[config.mk]
export PLATFORM = sky130hd
export DESIGN_NAME = serial_gel_compare_flat
export DESIGN_NICKNAME = d
export VERILOG_FILES = /design/src/rtl/gel_pkg.sv /design/src/rtl/serial_gel_compare_if.sv /design/src/rtl/serial_gel_compare.sv /design/src/flat_wrapper.sv
export SDC_FILE = /design/constraint.sdc
export NUM_CORES = 1
export LEC_CHECK = 0
export CAP_MARGIN = 20
export CORE_MARGIN = 2
export CORE_UTILIZATION = 50
export CTS_CLUSTER_SIZE = 16
export DETAILED_ROUTE_END_ITERATION = 10
export GPL_ROUTABILITY_DRIVEN = 0
export PLACE_DENSITY = 0.78
export SETUP_SLACK_MARGIN = 0.02
export SKIP_CTS_REPAIR_TIMING = 1
export SYNTH_ARGS = -nofsm -noshare
export SYNTH_HDL_FRONTEND = slang
export SYNTH_SLANG_ARGS = --single-unit
[constraint.sdc]
create_clock -name clk -period 2.6 [get_ports clk]
set_input_delay 0.39 -clock clk [delete_from_list [all_inputs] [get_ports clk]]
set_output_delay 0.39 -clock clk [all_outputs]
set_load 0.1 [all_outputs]
[src/rtl/gel_pkg.sv]
// gel_pkg
// Shared constants for the bit-serial GEL comparator: the one-hot GEL result
// codes (as consumed by seg_display) and the comparator FSM state encoding.
// No ports.
package gel_pkg;

  localparam logic [2:0] GEL_G    = 3'b100;
  localparam logic [2:0] GEL_E    = 3'b010;
  localparam logic [2:0] GEL_L    = 3'b001;
  localparam logic [2:0] GEL_NONE = 3'b000;

  typedef enum logic [1:0] {
    IDLE  = 2'd0,
    SHIFT = 2'd1,
    DONE  = 2'd2
  } state_e;

endpackage

[src/rtl/serial_gel_compare_if.sv]
// serial_gel_compare_if
// Request/result bundle of the serial GEL comparator.
//   start     : single-cycle compare request (sampled in IDLE only)
//   SGN       : 1 = two's-complement, 0 = unsigned (latched with start)
//   A, B      : WIDTH-bit operands (latched with start)
//   GEL       : registered one-hot result {gt, eq, lt}, 3'b000 = none yet
//   done      : one-cycle pulse in the first cycle a new GEL is visible
//   busy      : high while the compare is running (SHIFT and DONE)
// master = requester, slave = comparator.
interface serial_gel_compare_if #(
  parameter int WIDTH = 8
) ();

  logic             start;
  logic             SGN;
  logic [WIDTH-1:0] A;
  logic [WIDTH-1:0] B;
  logic [2:0]       GEL;
  logic             done;
  logic             busy;

  modport master (
    output start, SGN, A, B,
    input  GEL, done, busy
  );

  modport slave (
    input  start, SGN, A, B,
    output GEL, done, busy
  );

endinterface

[src/rtl/serial_gel_compare.sv]
// serial_gel_compare
// Bit-serial magnitude comparator. Latches A, B and SGN on start, then scans
// the operands MSB-first one bit per clock, stopping at the first differing
// bit (or after bit 0 when equal). The one-hot GEL result is held until the
// next compare completes.
// Ports:
//   clk  : system clock, rising edge
//   rst  : synchronous active-high reset (aborts a running compare)
//   bus  : serial_gel_compare_if.slave (start/SGN/A/B in, GEL/done/busy out)
//
// state | meaning
// IDLE  | waiting for start; GEL holds the last result
// SHIFT | comparing bit idx of the latched operands
// DONE  | one cycle after a decision; done is high, start ignored
module serial_gel_compare
  import gel_pkg::*;
#(
  parameter int WIDTH = 8
) (
  input logic                 clk,
  input logic                 rst,
  serial_gel_compare_if.slave bus
);

  localparam int               IDX_W   = $clog2(WIDTH);
  localparam logic [IDX_W-1:0] IDX_MSB = IDX_W'(WIDTH - 1);

  state_e           state_q, state_d;
  logic [IDX_W-1:0] idx_q, idx_d;
  logic [WIDTH-1:0] a_q, a_d;
  logic [WIDTH-1:0] b_q, b_d;
  logic             sgn_q, sgn_d;
  logic [2:0]       gel_q, gel_d;
  logic             done_q, done_d;
  logic             busy_q, busy_d;

  logic             a_bit;
  logic             b_bit;
  logic             decide;
  logic [2:0]       result;

  // Bit compare at the current index. Only meaningful while in SHIFT.
  always_comb begin
    a_bit  = a_q[idx_q];
    b_bit  = b_q[idx_q];
    decide = 1'b0;
    result = GEL_NONE;
    if (a_bit != b_bit) begin
      decide = 1'b1;
      // In signed mode a set sign bit means the operand is the smaller one.
      if (sgn_q && (idx_q == IDX_MSB)) begin
        result = a_bit ? GEL_L : GEL_G;
      end else begin
        result = a_bit ? GEL_G : GEL_L;
      end
    end else if (idx_q == '0) begin
      decide = 1'b1;
      result = GEL_E;
    end
  end

  // Next-state logic
  always_comb begin
    state_d = state_q;
    case (state_q)
      IDLE:    if (bus.start) state_d = SHIFT;
      SHIFT:   if (decide)    state_d = DONE;
      DONE:    state_d = IDLE;
      default: state_d = IDLE;
    endcase
  end

  // Datapath and output next values
  always_comb begin
    a_d    = a_q;
    b_d    = b_q;
    sgn_d  = sgn_q;
    idx_d  = idx_q;
    gel_d  = gel_q;
    done_d = 1'b0;
    busy_d = (state_d != IDLE);
    case (state_q)
      IDLE: begin
        if (bus.start) begin
          a_d   = bus.A;
          b_d   = bus.B;
          sgn_d = bus.SGN;
          idx_d = IDX_MSB;
        end
      end
      SHIFT: begin
        if (decide) begin
          gel_d  = result;
          done_d = 1'b1;
        end else begin
          idx_d = idx_q - 1'b1;
        end
      end
      default: ;
    endcase
  end

  // State and register update
  always_ff @(posedge clk) begin
    if (rst) begin
      state_q <= IDLE;
      idx_q   <= '0;
      a_q     <= '0;
      b_q     <= '0;
      sgn_q   <= 1'b0;
      gel_q   <= GEL_NONE;
      done_q  <= 1'b0;
      busy_q  <= 1'b0;
    end else begin
      state_q <= state_d;
      idx_q   <= idx_d;
      a_q     <= a_d;
      b_q     <= b_d;
      sgn_q   <= sgn_d;
      gel_q   <= gel_d;
      done_q  <= done_d;
      busy_q  <= busy_d;
    end
  end

  assign bus.GEL  = gel_q;
  assign bus.done = done_q;
  assign bus.busy = busy_q;

endmodule

[src/flat_wrapper.sv]
// flat-port wrapper written by rule: the top's interface ports become plain ports
module serial_gel_compare_flat import gel_pkg::*;
#(
  parameter int WIDTH = 8
)
  (clk, rst, bus_start, bus_SGN, bus_A, bus_B, bus_GEL, bus_done, bus_busy);
  serial_gel_compare_if #(.WIDTH(WIDTH)) bus_i ();
  input logic clk;
  input logic rst;
  input wire logic [$bits(bus_i.start)-1:0] bus_start;
  input wire logic [$bits(bus_i.SGN)-1:0] bus_SGN;
  input wire logic [$bits(bus_i.A)-1:0] bus_A;
  input wire logic [$bits(bus_i.B)-1:0] bus_B;
  output wire logic [$bits(bus_i.GEL)-1:0] bus_GEL;
  output wire logic [$bits(bus_i.done)-1:0] bus_done;
  output wire logic [$bits(bus_i.busy)-1:0] bus_busy;
  assign bus_i.start = bus_start;
  assign bus_i.SGN = bus_SGN;
  assign bus_i.A = bus_A;
  assign bus_i.B = bus_B;
  assign bus_GEL = bus_i.GEL;
  assign bus_done = bus_i.done;
  assign bus_busy = bus_i.busy;
  serial_gel_compare #(.WIDTH(WIDTH)) u_core (.clk(clk), .rst(rst), .bus(bus_i));
endmodule
**Word-level counts from Yosys, hierarchy flattened**

Index checks and enable logic that the tools add are counted.

- Shifts and indexed selects: 0
- Order comparisons: 1
- Reductions and logical operators: 9
- Muxes and demuxes: 18
- Bitwise operators: 1
- Divide/modulo/power cells: 0
- Add/subtract/negate cells: 1
- Equal/unequal tests: 5
- $mul: 0

Operators by type and width:

| operator | count |
|---|---|
| $mux W3 | 6 |
| $bmux W1 S3 | 2 |
| $mux W2 | 3 |
| $pmux W3 S2 | 1 |
| $mux W1 | 5 |
| $lt A3 B4 Y1 const B | 1 |
| $ne A2 B2 Y1 const B | 2 |
| $pmux W2 S2 | 1 |
| $reduce_and A2 Y1 | 2 |
| $reduce_bool A2 Y1 | 2 |
| $eq A3 B3 Y1 const B | 1 |
| $logic_not A3 Y1 | 1 |
| $reduce_and A3 Y1 | 1 |
| $sub A3 B1 Y3 const B | 1 |
| $eq A2 B1 Y1 const B | 1 |
| $logic_not A2 Y1 | 1 |
| $reduce_or A2 Y1 | 1 |
| $logic_and A1 B1 Y1 | 1 |
| $ne A1 B1 Y1 | 1 |
| $not A1 Y1 | 1 |

- Memories: 0
- RAM bits: 0
- Bits in latches: 0
- Register bits after elaboration: 27
- ROM bits: 0
- Input bits: 20
- Word-level logic and storage cells: 43

**Depth between registers and ports, before layout**

Gate-level depths: netlist of run 1.

- Depth after elaboration: 7
- Gate-level depth with buffers: 7
- Gate-level depth less buffers: 6

**Worst setup path after synthesis of run 1**

Ideal clock, no wire load.

- Path kind: flip-flop to flip-flop
- Start point: register u_core.idx_q[0]
- End point: register u_core.idx_q[1]
- Slack: 553 ps
- Data arrival time: 1926 ps
- Library setup time: 121 ps
- Required time: 2479 ps
- Cell stages (with the launch flop): 7
- Cell sequence: dfxtp_1 -> buf_6 -> mux4_2 -> mux2_2 -> xor2_4 -> nand3_2 -> mux2_4

- Word-level cells in the longest chain between the ends: 6
- Elaborated cells on any way between the ends: 13
- Classes of those cells: 1 x add/sub; 2 x eq/ne; 8 x mux; 2 x reduce/logical

RTL lines:

| element | RTL line | RTL |
|---|---|---|
| start, declared | serial_gel_compare.sv:29 | `logic [IDX_W-1:0] idx_q, idx_d;` |
| start signal, assigned | serial_gel_compare.sv:116 | `idx_q <= idx_d;` |
| $bmux W1 S3, on equally long branches | serial_gel_compare.sv:44, serial_gel_compare.sv:45 |  |
| $mux W1, on equally long branches | serial_gel_compare.sv:44, serial_gel_compare.sv:45 |  |
| $ne A1 B1 Y1 | serial_gel_compare.sv:48 | `if (a_bit != b_bit) begin` |
| $mux W1 | serial_gel_compare.sv:48 |  |
| $ne A2 B2 Y1 (no source line) | - |  |
| $reduce_and A3 Y1 (no source line) | - |  |

Several ways; a longest one is shown, not always the timed one. The select of a mux whose other input is x is not followed.
A chain may end at the register's enable or synchronous reset.

**Final worst setup path of run 1**

Ends and elaborated chain as after synthesis.

==> flow_metrics.tcl, run 1 <==
set metrics [dict create \
    hold_viol_final 0 \
    crit_path_start_kind "register" \
    slowest_stage "dfxtp_1" \
    synth_common_cells "nand2_1, dfxtp_1, a21oi_1" \
    synth_ff_type "dfxtp_1" \
    crit_fanout 9 \
    path_clk_slew_ns 0.14 \
    hpwl_mm 1.676 \
    synth_fp_nets 162 \
    cts.sinks 27 \
    final.fill_count 190 \
    clock_path_buffers 2 \
    slew_violations 0 \
    worst_pin_slew_ns 0.6625 \
    required_ns 2.83 \
    drive_gt1_share_pct 11.95 \
    cts_buffers 3 \
    synthTopCellsByArea "dfxtp_1, nand2_1, a21oi_1, mux4_2, ha_1" \
    fin_tns_setup_ns 0 \
    setup_violations 0 \
    wl_mm 2.316 \
    cts_root_buf "clkbuf_4" \
    finClkSkew_ns 0.009681 \
    ir_drop_mv 0.3945 \
    num_rows 17 \
    nNetsFinal 183 \
    status "finished, final reports clean" \
    vias_per_cell 5.283 \
    drv_cap 0 \
    dp_cells 183 \
    holdWs_ns 0.4663 \
    synth_edf_count 0 \
    area_growth_pct 20.99 \
    clock.fmax_mhz 440.8 \
    yosys_warnings 0 \
    critPathKind "reg -> reg" \
    grt_overflow_total 0 \
    arrival_ns 2.50 \
    ys_seq_area_share_pct 43.81 \
    period_minus_slack_ns 2.268 \
    grt_pass1_wl_mm 3.739 \
    drt_first_pass_iters 4 \
    cp_cell_sequence "mux4_2 > mux2_2 > xor2_4 > nand3_2 > mux2_4" \
    endpoint_kind "register" \
    ys_types 25 \
    synthArstFlopShare_pct 0 \
    synth_area_per_cell_um2 8.875 \
    antenna_cells 0 \
    final_cells 187 \
    tritoncts "built" \
    syn_inst 139 \
    relSlewSlack_pct 55.69 \
    netlist_area_um2 1234 \
    yosysMostFrequentCell "nand2_1" \
    core_area_um2 2276 \
    antenna_found_initial 0 \
    synth_top_area_cell "dfxtp_1" \
    drt_iter0_drc 16 \
    dr_total_vias 988 \
    grt_usage_pct 18.09 \
    post_drt_wl_per_cell_um 12.39 \
    min_path_type "reg -> reg" \
    power_leakage_uw 0.0005729 \
    cts_max_level 1 \
    p_per_area_nw_per_um2 680.9 \
    port_buffers 24 \
    synth_top_area_share_pct 43.81 \
    ys_ff_latch 27 \
    rsz0062_at_grt "no" \
    postRouteAntennaNets 0 \
    first_global_vias 863 \
    initial_core_util_pct 54.21 \
    grt_max_degree 22 \
    die_x_um 53.67 \
    max_stage_delay_ns 0.55 \
    die_h_um 53.67 \
    finalCritPeriodShare_pct 87.25 \
    die_area_um2 2880 \
    clock_latency_ns 0.32 \
    io_pins 25 \
    drc 0 \
]
-- power breakdown --
| part | switching (µW) | internal, µW |
|---|---|---|
| Sequential | 39.3 | 458 |
| Clock | 120 | 60.0 |
| Combinational | 204 | 135 |
-- state kept, by name (all words and copies together) (netlist names) --
| signal | count |
|---|---|
| u_core.bus.done | 1 |
| u_core.b_q | 8 |
| u_core.sgn_q | 1 |
| u_core.idx_q | 3 |
| u_core.bus.GEL | 3 |
| u_core.bus.busy | 1 |
| u_core.state_q | 2 |
| u_core.a_q | 8 |
-- cells by family after synthesis --
group,synth area share [%]
flops,43.81
fa+ha+maj,3.043
mux,12.07
compound gates,14.10
simple gates,20.49
buf+inv,4.260
xor+xnor,2.232
-- worst paths after layout --
| kind | from | to | slack [ns] | cells past startpoint |
|---|---|---|---|---|
| min | u_core.a_q[7]$_SDFFE_PP0P_ | u_core.a_q[7]$_SDFFE_PP0P_ | 0.47 | 2 |
| min reg2reg | u_core.a_q[7]$_SDFFE_PP0P_ | u_core.a_q[7]$_SDFFE_PP0P_ | 0.47 | 2 |
| max | u_core.idx_q[0]$_SDFFE_PP0P_ | u_core.idx_q[1]$_SDFFE_PP0P_ | 0.33 | 5 |
| max reg2reg | u_core.idx_q[0]$_SDFFE_PP0P_ | u_core.idx_q[1]$_SDFFE_PP0P_ | 0.33 | 5 |
-- per-stage QoR --
| stage | utilization, % | worst slack (ns) | cell area [µm²] | total power [µW] |
|---|---|---|---|---|
| after floorplan | - | 0.5526 | 1234 | 767.1 |
| after global placement | 64.43 | 0.3780 | 1466 | 834.7 |
| final | 65.59 | 0.3316 | 1493 | 1016 |
| after detailed placement | 64.43 | 0.3202 | 1466 | 847.5 |
| after CTS | 65.59 | 0.2994 | 1493 | 1028 |
| after global routing | 65.59 | 0.2081 | 1493 | 1073 |
-- routing by layer --
metal | wire length [µm] | GRT usage [%]
met3 | 76 | 2.500
met1 | 1081 | 23.55
met2 | 1125 | 29.27
met4 | 31 | 8.974
met5 | 0 | 0
-- critical path, delay by kind of cell, from the launching register on --
family,cells,cell delay [ns]
AND/OR/NAND/NOR,1,0.15
multiplexers,3,1.22
XOR/XNOR,1,0.27
flip-flops,1,0.55
-- area by class of cell --
cell class	count	area [µm²]	share of cell area (%)
Clock buffer	4	26.28	1.760
Sequential cell	27	540.5	36.21
Tap cell	28	35.03	2.347
Multi-Input combinational cell	100	640.6	42.92
Timing Repair Buffer	26	242.7	16.26
Inverter	2	7.507	0.5029
-- placed cells by master (no fill, tap or decap) --
cell type,count
mux2_4,1
nand3_2,1
mux4_2,4
ha_1,3
mux2i_1,1
clkbuf_1,1
nor2b_1,2
a21oi_1,23
clkbuf_4,3
clkdlybuf4s50_1,19
inv_1,2
buf_4,7
nor2_1,7
a211oi_1,2
mux2_2,1
o221ai_1,2
nand3_1,1
nor3_1,2
a41o_1,2
mux2i_4,1
and2_1,2
xor2_4,1
nand2_1,37
dfxtp_1,27
nand4_1,1
a31oi_1,1
nand2b_1,5
Note: power is estimated with default switching activity, not from simulation.
==> inputs of run 2 (changes only) <==
- CTS_CLUSTER_DIAMETER: default -> 30
==> results of run 2 <==
Same layout as run 1: the final DEF is identical, and so are final timing and power.
